**config.mk**
```make
export PLATFORM = sky130hd
export DESIGN_NAME = bcd_updown_counter
export DESIGN_NICKNAME = d
export VERILOG_FILES = /design/src/rtl/bcd_updown_counter.sv
export SDC_FILE = /design/constraint.sdc
export NUM_CORES = 1
export LEC_CHECK = 0
export ABC_CLOCK_PERIOD_IN_PS = 3700
export CAP_MARGIN = 20
export CORE_MARGIN = 2
export CORE_UTILIZATION = 57
export CTS_BUF_LIST = sky130_fd_sc_hd__clkbuf_2 sky130_fd_sc_hd__clkbuf_4 sky130_fd_sc_hd__clkbuf_8
export CTS_CLUSTER_DIAMETER = 100
export DETAILED_ROUTE_END_ITERATION = 12
export GPL_TIMING_DRIVEN = 1
export PLACE_DENSITY = 0.88
export SYNTH_ARGS = -nofsm -noshare
export SYNTH_HDL_FRONTEND = slang
export SYNTH_SLANG_ARGS = --single-unit
```
**constraint.sdc**
```tcl
create_clock -name clk -period 3.7 [get_ports clk]
set_input_delay 0.555 -clock clk [delete_from_list [all_inputs] [get_ports clk]]
set_output_delay 0.555 -clock clk [all_outputs]
set_load 0.05 [all_outputs]
```
**src/rtl/bcd_updown_counter.sv**
```systemverilog
// ---------------------------------------------------------------------------
// bcd_updown_counter
//
// Purpose:
//   Parametrised N-digit BCD up/down counter. It is the general event or
//   timebase counter for 7-segment display multiplexers and cascaded counter
//   chains.
//
//   Features:
//     - synchronous clear
//     - parallel load with per-digit clamping to 9
//     - wrap or saturate at the ends of the range
//     - terminal count for the current direction
//     - one-cycle carry/borrow pulse
//     - sticky overflow flag
//     - single-digit readout selected by `sel`
//
// Parameters:
//   N    - number of BCD digits (1..8)
//   SELW - width of sel, 2**SELW >= N
//   WRAP - 1: wrap around at the end of the range, 0: saturate
//
// Ports:
//   clk      in   system clock, rising edge
//   rst      in   asynchronous reset, active low
//   clk_en   in   count enable, one step per enabled cycle
//   up       in   direction, 1 = up, 0 = down
//   clr      in   synchronous clear (beats load and count)
//   load     in   synchronous parallel load (beats count)
//   load_val in   load value, digit i at [4i+3:4i]
//   sel      in   digit select for sal_aux
//   sal      out  count value, digit 0 least significant
//   sal_aux  out  digit `sel` of sal, 0 when sel >= N
//   tc       out  terminal count for the current direction
//   carry    out  one-cycle carry/borrow pulse
//   ovf      out  sticky overflow/underflow flag
//   load_err out  one-cycle pulse, a loaded digit was clamped to 9
// ---------------------------------------------------------------------------
module bcd_updown_counter #(
   parameter int N    = 4,
   parameter int SELW = 2,
   parameter bit WRAP = 1'b1
) (
   input  logic            clk,
   input  logic            rst,
   input  logic            clk_en,
   input  logic            up,
   input  logic            clr,
   input  logic            load,
   input  logic [N*4-1:0]  load_val,
   input  logic [SELW-1:0] sel,
   output logic [N*4-1:0]  sal,
   output logic [3:0]      sal_aux,
   output logic            tc,
   output logic            carry,
   output logic            ovf,
   output logic            load_err
);

   logic [N-1:0][3:0] digit_q;
   logic [N-1:0][3:0] digit_d;
   logic              carry_q;
   logic              carry_d;
   logic              ovf_q;
   logic              ovf_d;
   logic              load_err_q;
   logic              load_err_d;

   logic              all_nine;
   logic              all_zero;
   logic              end_of_range;
   logic              ripple;
   logic              any_clamped;
   logic [3:0]        load_digit;

   // Whole-count extremes. They drive the terminal count and the
   // end-of-range detection.
   always_comb begin
      all_nine = 1'b1;
      all_zero = 1'b1;
      for (int i = 0; i < N; i++) begin
         if (digit_q[i] != 4'd9) all_nine = 1'b0;
         if (digit_q[i] != 4'd0) all_zero = 1'b0;
      end
   end

   // tc is deliberately not gated by clk_en. This lets a downstream stage
   // cascade with next.clk_en = clk_en & tc.
   assign tc           = up ? all_nine : all_zero;
   assign end_of_range = clk_en & tc;

   // Next state, in priority order: clear, then load, then count.
   //
   // When counting, `ripple` says whether every lower digit is at its
   // rollover value (9 going up, 0 going down). While it holds, the current
   // digit steps.
   //
   // At the end of the range the digit chain would itself produce the
   // wrapped value. It is still written out explicitly, so that the
   // saturating case reads as a plain hold.
   always_comb begin
      digit_d     = digit_q;
      carry_d     = 1'b0;
      ovf_d       = ovf_q;
      load_err_d  = 1'b0;
      ripple      = 1'b1;
      any_clamped = 1'b0;
      load_digit  = 4'd0;

      if (clr) begin
         digit_d = '0;
         ovf_d   = 1'b0;
      end
      else if (load) begin
         for (int i = 0; i < N; i++) begin
            load_digit = load_val[4*i +: 4];
            if (load_digit > 4'd9) begin
               load_digit  = 4'd9;
               any_clamped = 1'b1;
            end
            digit_d[i] = load_digit;
         end
         load_err_d = any_clamped;
         ovf_d      = 1'b0;
      end
      else if (clk_en) begin
         if (end_of_range) begin
            carry_d = 1'b1;
            ovf_d   = 1'b1;
            if (WRAP) begin
               for (int i = 0; i < N; i++) begin
                  digit_d[i] = up ? 4'd0 : 4'd9;
               end
            end
         end
         else begin
            for (int i = 0; i < N; i++) begin
               if (ripple) begin
                  if (up) begin
                     digit_d[i] = (digit_q[i] >= 4'd9) ? 4'd0 : digit_q[i] + 4'd1;
                  end
                  else begin
                     digit_d[i] = (digit_q[i] == 4'd0 || digit_q[i] > 4'd9) ?
                                  4'd9 : digit_q[i] - 4'd1;
                  end
               end
               ripple = ripple & (up ? (digit_q[i] == 4'd9) : (digit_q[i] == 4'd0));
            end
         end
      end
   end

   // State registers, cleared asynchronously while rst is low.
   always_ff @(posedge clk or negedge rst) begin
      if (!rst) begin
         digit_q    <= '0;
         carry_q    <= 1'b0;
         ovf_q      <= 1'b0;
         load_err_q <= 1'b0;
      end
      else begin
         digit_q    <= digit_d;
         carry_q    <= carry_d;
         ovf_q      <= ovf_d;
         load_err_q <= load_err_d;
      end
   end

   // Unregistered digit readout. A select value past the last digit reads 0.
   always_comb begin
      sal_aux = 4'd0;
      for (int i = 0; i < N; i++) begin
         if (sel == SELW'(i)) sal_aux = digit_q[i];
      end
   end

   assign sal      = digit_q;
   assign carry    = carry_q;
   assign ovf      = ovf_q;
   assign load_err = load_err_q;

endmodule

```
==> summary.md <==
| Metric | Value |
|---|---|
| Synth Register Bits | 19 |
| Hold_ws | 0.525 ns |
| Most instantiated library cell after synthesis | a21oi_1 |
| Mapped Cells | 271 |
| RePlAce Congestion | 0.906 |
| Sum Neg Setup Slack | 0 ns |
| First-pass GRT wire length | 10500 um |
| Worst Max-Slew Pin Slew | 0.916 ns |
| Residual DRC | 0 |
| CTS tree | built |
| Crit Path Category | input pin to primary output |
| Num ports | 48 |
| CTS H-tree depth | 1 |
| Mapped Avg Cell Area | 8.14 um2 |
| Number of flops mapped to enable cells by yosys | 0 |
| Die W | 66.2 um |
| Top cells by area, synth | dfrtp_1 22%, ha_1 8.5%, a21oi_1 5.9%, inv_1 4.1%, mux4_2 4.1% |
| Ratio of final minimum period to clock period | 80.8% |
| Worst path cell trace | clkdlybuf4s50_1, mux4_2, clkdlybuf4s50_1 |
| GRT Total Usage | 31.1% |
| Yosys warns | 0 |
| Delay-heaviest family, CP | buffers and inverters |
| Buf/Inv on CP | 2 |
| Largest net degree at the start of global routing | 22 |
| Static Leak | 1.09 nW |
| Core area | 3690 um2 |
| Total gr overflow | 0 |
| Resize count post-CTS | 0 |
| Worst Skew | 0.00321 ns |
| Synth async-reset ratio | 100% |
| RSZ-0062 raised after global routing | no |
| Startpoint Class | input pin |
| Worst-Skew Late Latency | 0.27 ns |
| Critical Path Max Stage Delay | 0.72 ns |
| Die area | 4390 um2 |
| P per Cell Area | 326 nW/um2 |
| Share of post-route cells with drive strength above 1 | 7.82% |
| Pre-Repair DR Iteration Count | 7 |
| CTS Buf Count | 3 |
| Antenna violations before repair | 0 |
| # diodes | 0 |
| Die outline height | 66.2 um |
| Hold buffers post-CTS | 0 |
| Synth Cell Area | 2210 um2 |
| Seq/Total Area, Yosys | 21.5% |
| Final Hold Viols | 0 |
| Row count | 22 |
| WL final | 6380 um |
| Class of the worst hold path | flip-flop to flip-flop |
| Starting Density | 59.8% |
| Vias per cell | 6.71 |
| Antenna viol nets, final | 0 |
| Total Power | 890 uW |
| Synth area leader | dfrtp_1 |
| Yosys top cell area share | 21.5% |
| Synth cell types | 65 |
| Detail Placement HPWL | 4630 um |
| Most used cell, CP | clkdlybuf4s50_1 |
| Req. time, crit path | 3.14 ns |
| Clk sinks | 19 |
| Setup Fix Bufs, Post-CTS | 0 |
| Slowest CP cell | clkdlybuf4s50_1 |
| Status | finished, final reports clean |
| Iter 0 DRT Violations | 247 |
| Fin crit period | 2.99 ns |
| Area delta synth->final | 23.9% |
| I/O Buffers | 47 |
| Number of global-route vias before repair | 2164 |
| Clock transition at path regs | 0.08 ns |
| Most frequent cells after synthesis | 26 x a21oi_1, 24 x inv_1, 19 x dfrtp_1 |
| Final net count | 347 |
| Fmax | 335 MHz |
| Slew HR | 38.8% |
| Wire length per cell | 18.0 um |
| Max Cap Viol | 0 |
| Final setup fails | 0 |
| Bufs on Longest Clock Path | 2 |
| Crit path DAT | 2.43 ns |
| Syn Nets | 310 |
| Peak supply drop | 0.000159 V |
| CTS Root Cell | clkbuf_8 |
| Max FO, Critical Path | 4 |
| Vias | 2383 |
| Crit. End Element | primary output |
| Max-slew violation count | 0 |
| Top FF cell, synth | dfrtp_1 |
[report_power, final]
| group | internal (mW) | total, mW | switching [mW] |
|---|---|---|---|
| combinational | 0.184 | 0.448 | 0.264 |
| clock | 0.0754 | 0.159 | 0.0838 |
| sequential | 0.225 | 0.283 | 0.0579 |
[final cells by class]
cell class	count	area, um2
Inverter	24	90.1
Sequential cell	19	475
Timing Repair Buffer	51	510
Fill cell	298	955
Tap cell	48	60.1
Clock buffer	3	41.3
Clock inverter	1	5.00
Multi-Input combinational cell	209	1550
[metrics by stage]
| stage | instance area [um2] | setup slack, ns | instances | util [%] |
|---|---|---|---|---|
| detailed placement | 2690 | 0.708 | 351 | 72.9 |
| global route | 2730 | 0.578 | 355 | 74.1 |
| finish | 2730 | 0.712 | 355 | 74.1 |
| floorplan | 2210 | 1.05 | 271 | - |
| CTS | 2730 | 0.705 | 355 | 74.1 |
| global placement | 2690 | 0.727 | 351 | 72.9 |
[flip-flops by register name, indices dropped and copies added, names as in the netlist]
signal	cells
carry	1
load_err	1
ovf	1
sal	16
[cells by family after synthesis]
logic type | Yosys count | share of synthesized area (%)
flops | 19 | 21.5
fa+ha+maj | 15 | 8.50
xor+xnor | 3 | 1.19
mux | 5 | 4.54
simple gates | 87 | 24.0
buf+inv | 43 | 8.16
compound gates | 99 | 32.0
[worst min-delay path: stages, from the launching register on]
cell      delay, ns
dfrtp_1        0.38
inv_1          0.05
a21boi_1       0.05
[final timing paths]
kind / start / to / slack [ns] / cells past startpoint
max: sel[0] / sal_aux[2] / 0.71 / 3
min: ovf / ovf / 0.52 / 2
max reg2reg: sal[9] / sal[5] / 1.40 / 7
min reg2reg: ovf / ovf / 0.52 / 2
max in group asynchronous: rst / sal[7] / 2.35 / 1
min in group asynchronous: rst / sal[14] / 0.79 / 1
[metal layers]
layer | vias up | track usage [%] | part of all wire [%]
li1 | 1089 | - | -
met4 | 0 | 11.0 | 2.9
met5 | - | 0 | 0
met2 | 163 | 52.1 | 48
met1 | 1110 | 40.8 | 40
met3 | 21 | 4.09 | 9.0
[cell usage in the layout (no fill, tap or decap), drive strengths merged, types with 5 or more instances in the layout]
cell	count
o21ai	15
nor2b	5
dfrtp	19
nand2	9
clkdlybuf4s50	46
ha	15
buf	5
nor3	9
a21o	5
inv	24
nor2	13
nand3	11
nor3b	6
nand2b	8
a21oi	26
a31oi	6
Note: power is estimated with default switching activity, not from simulation.
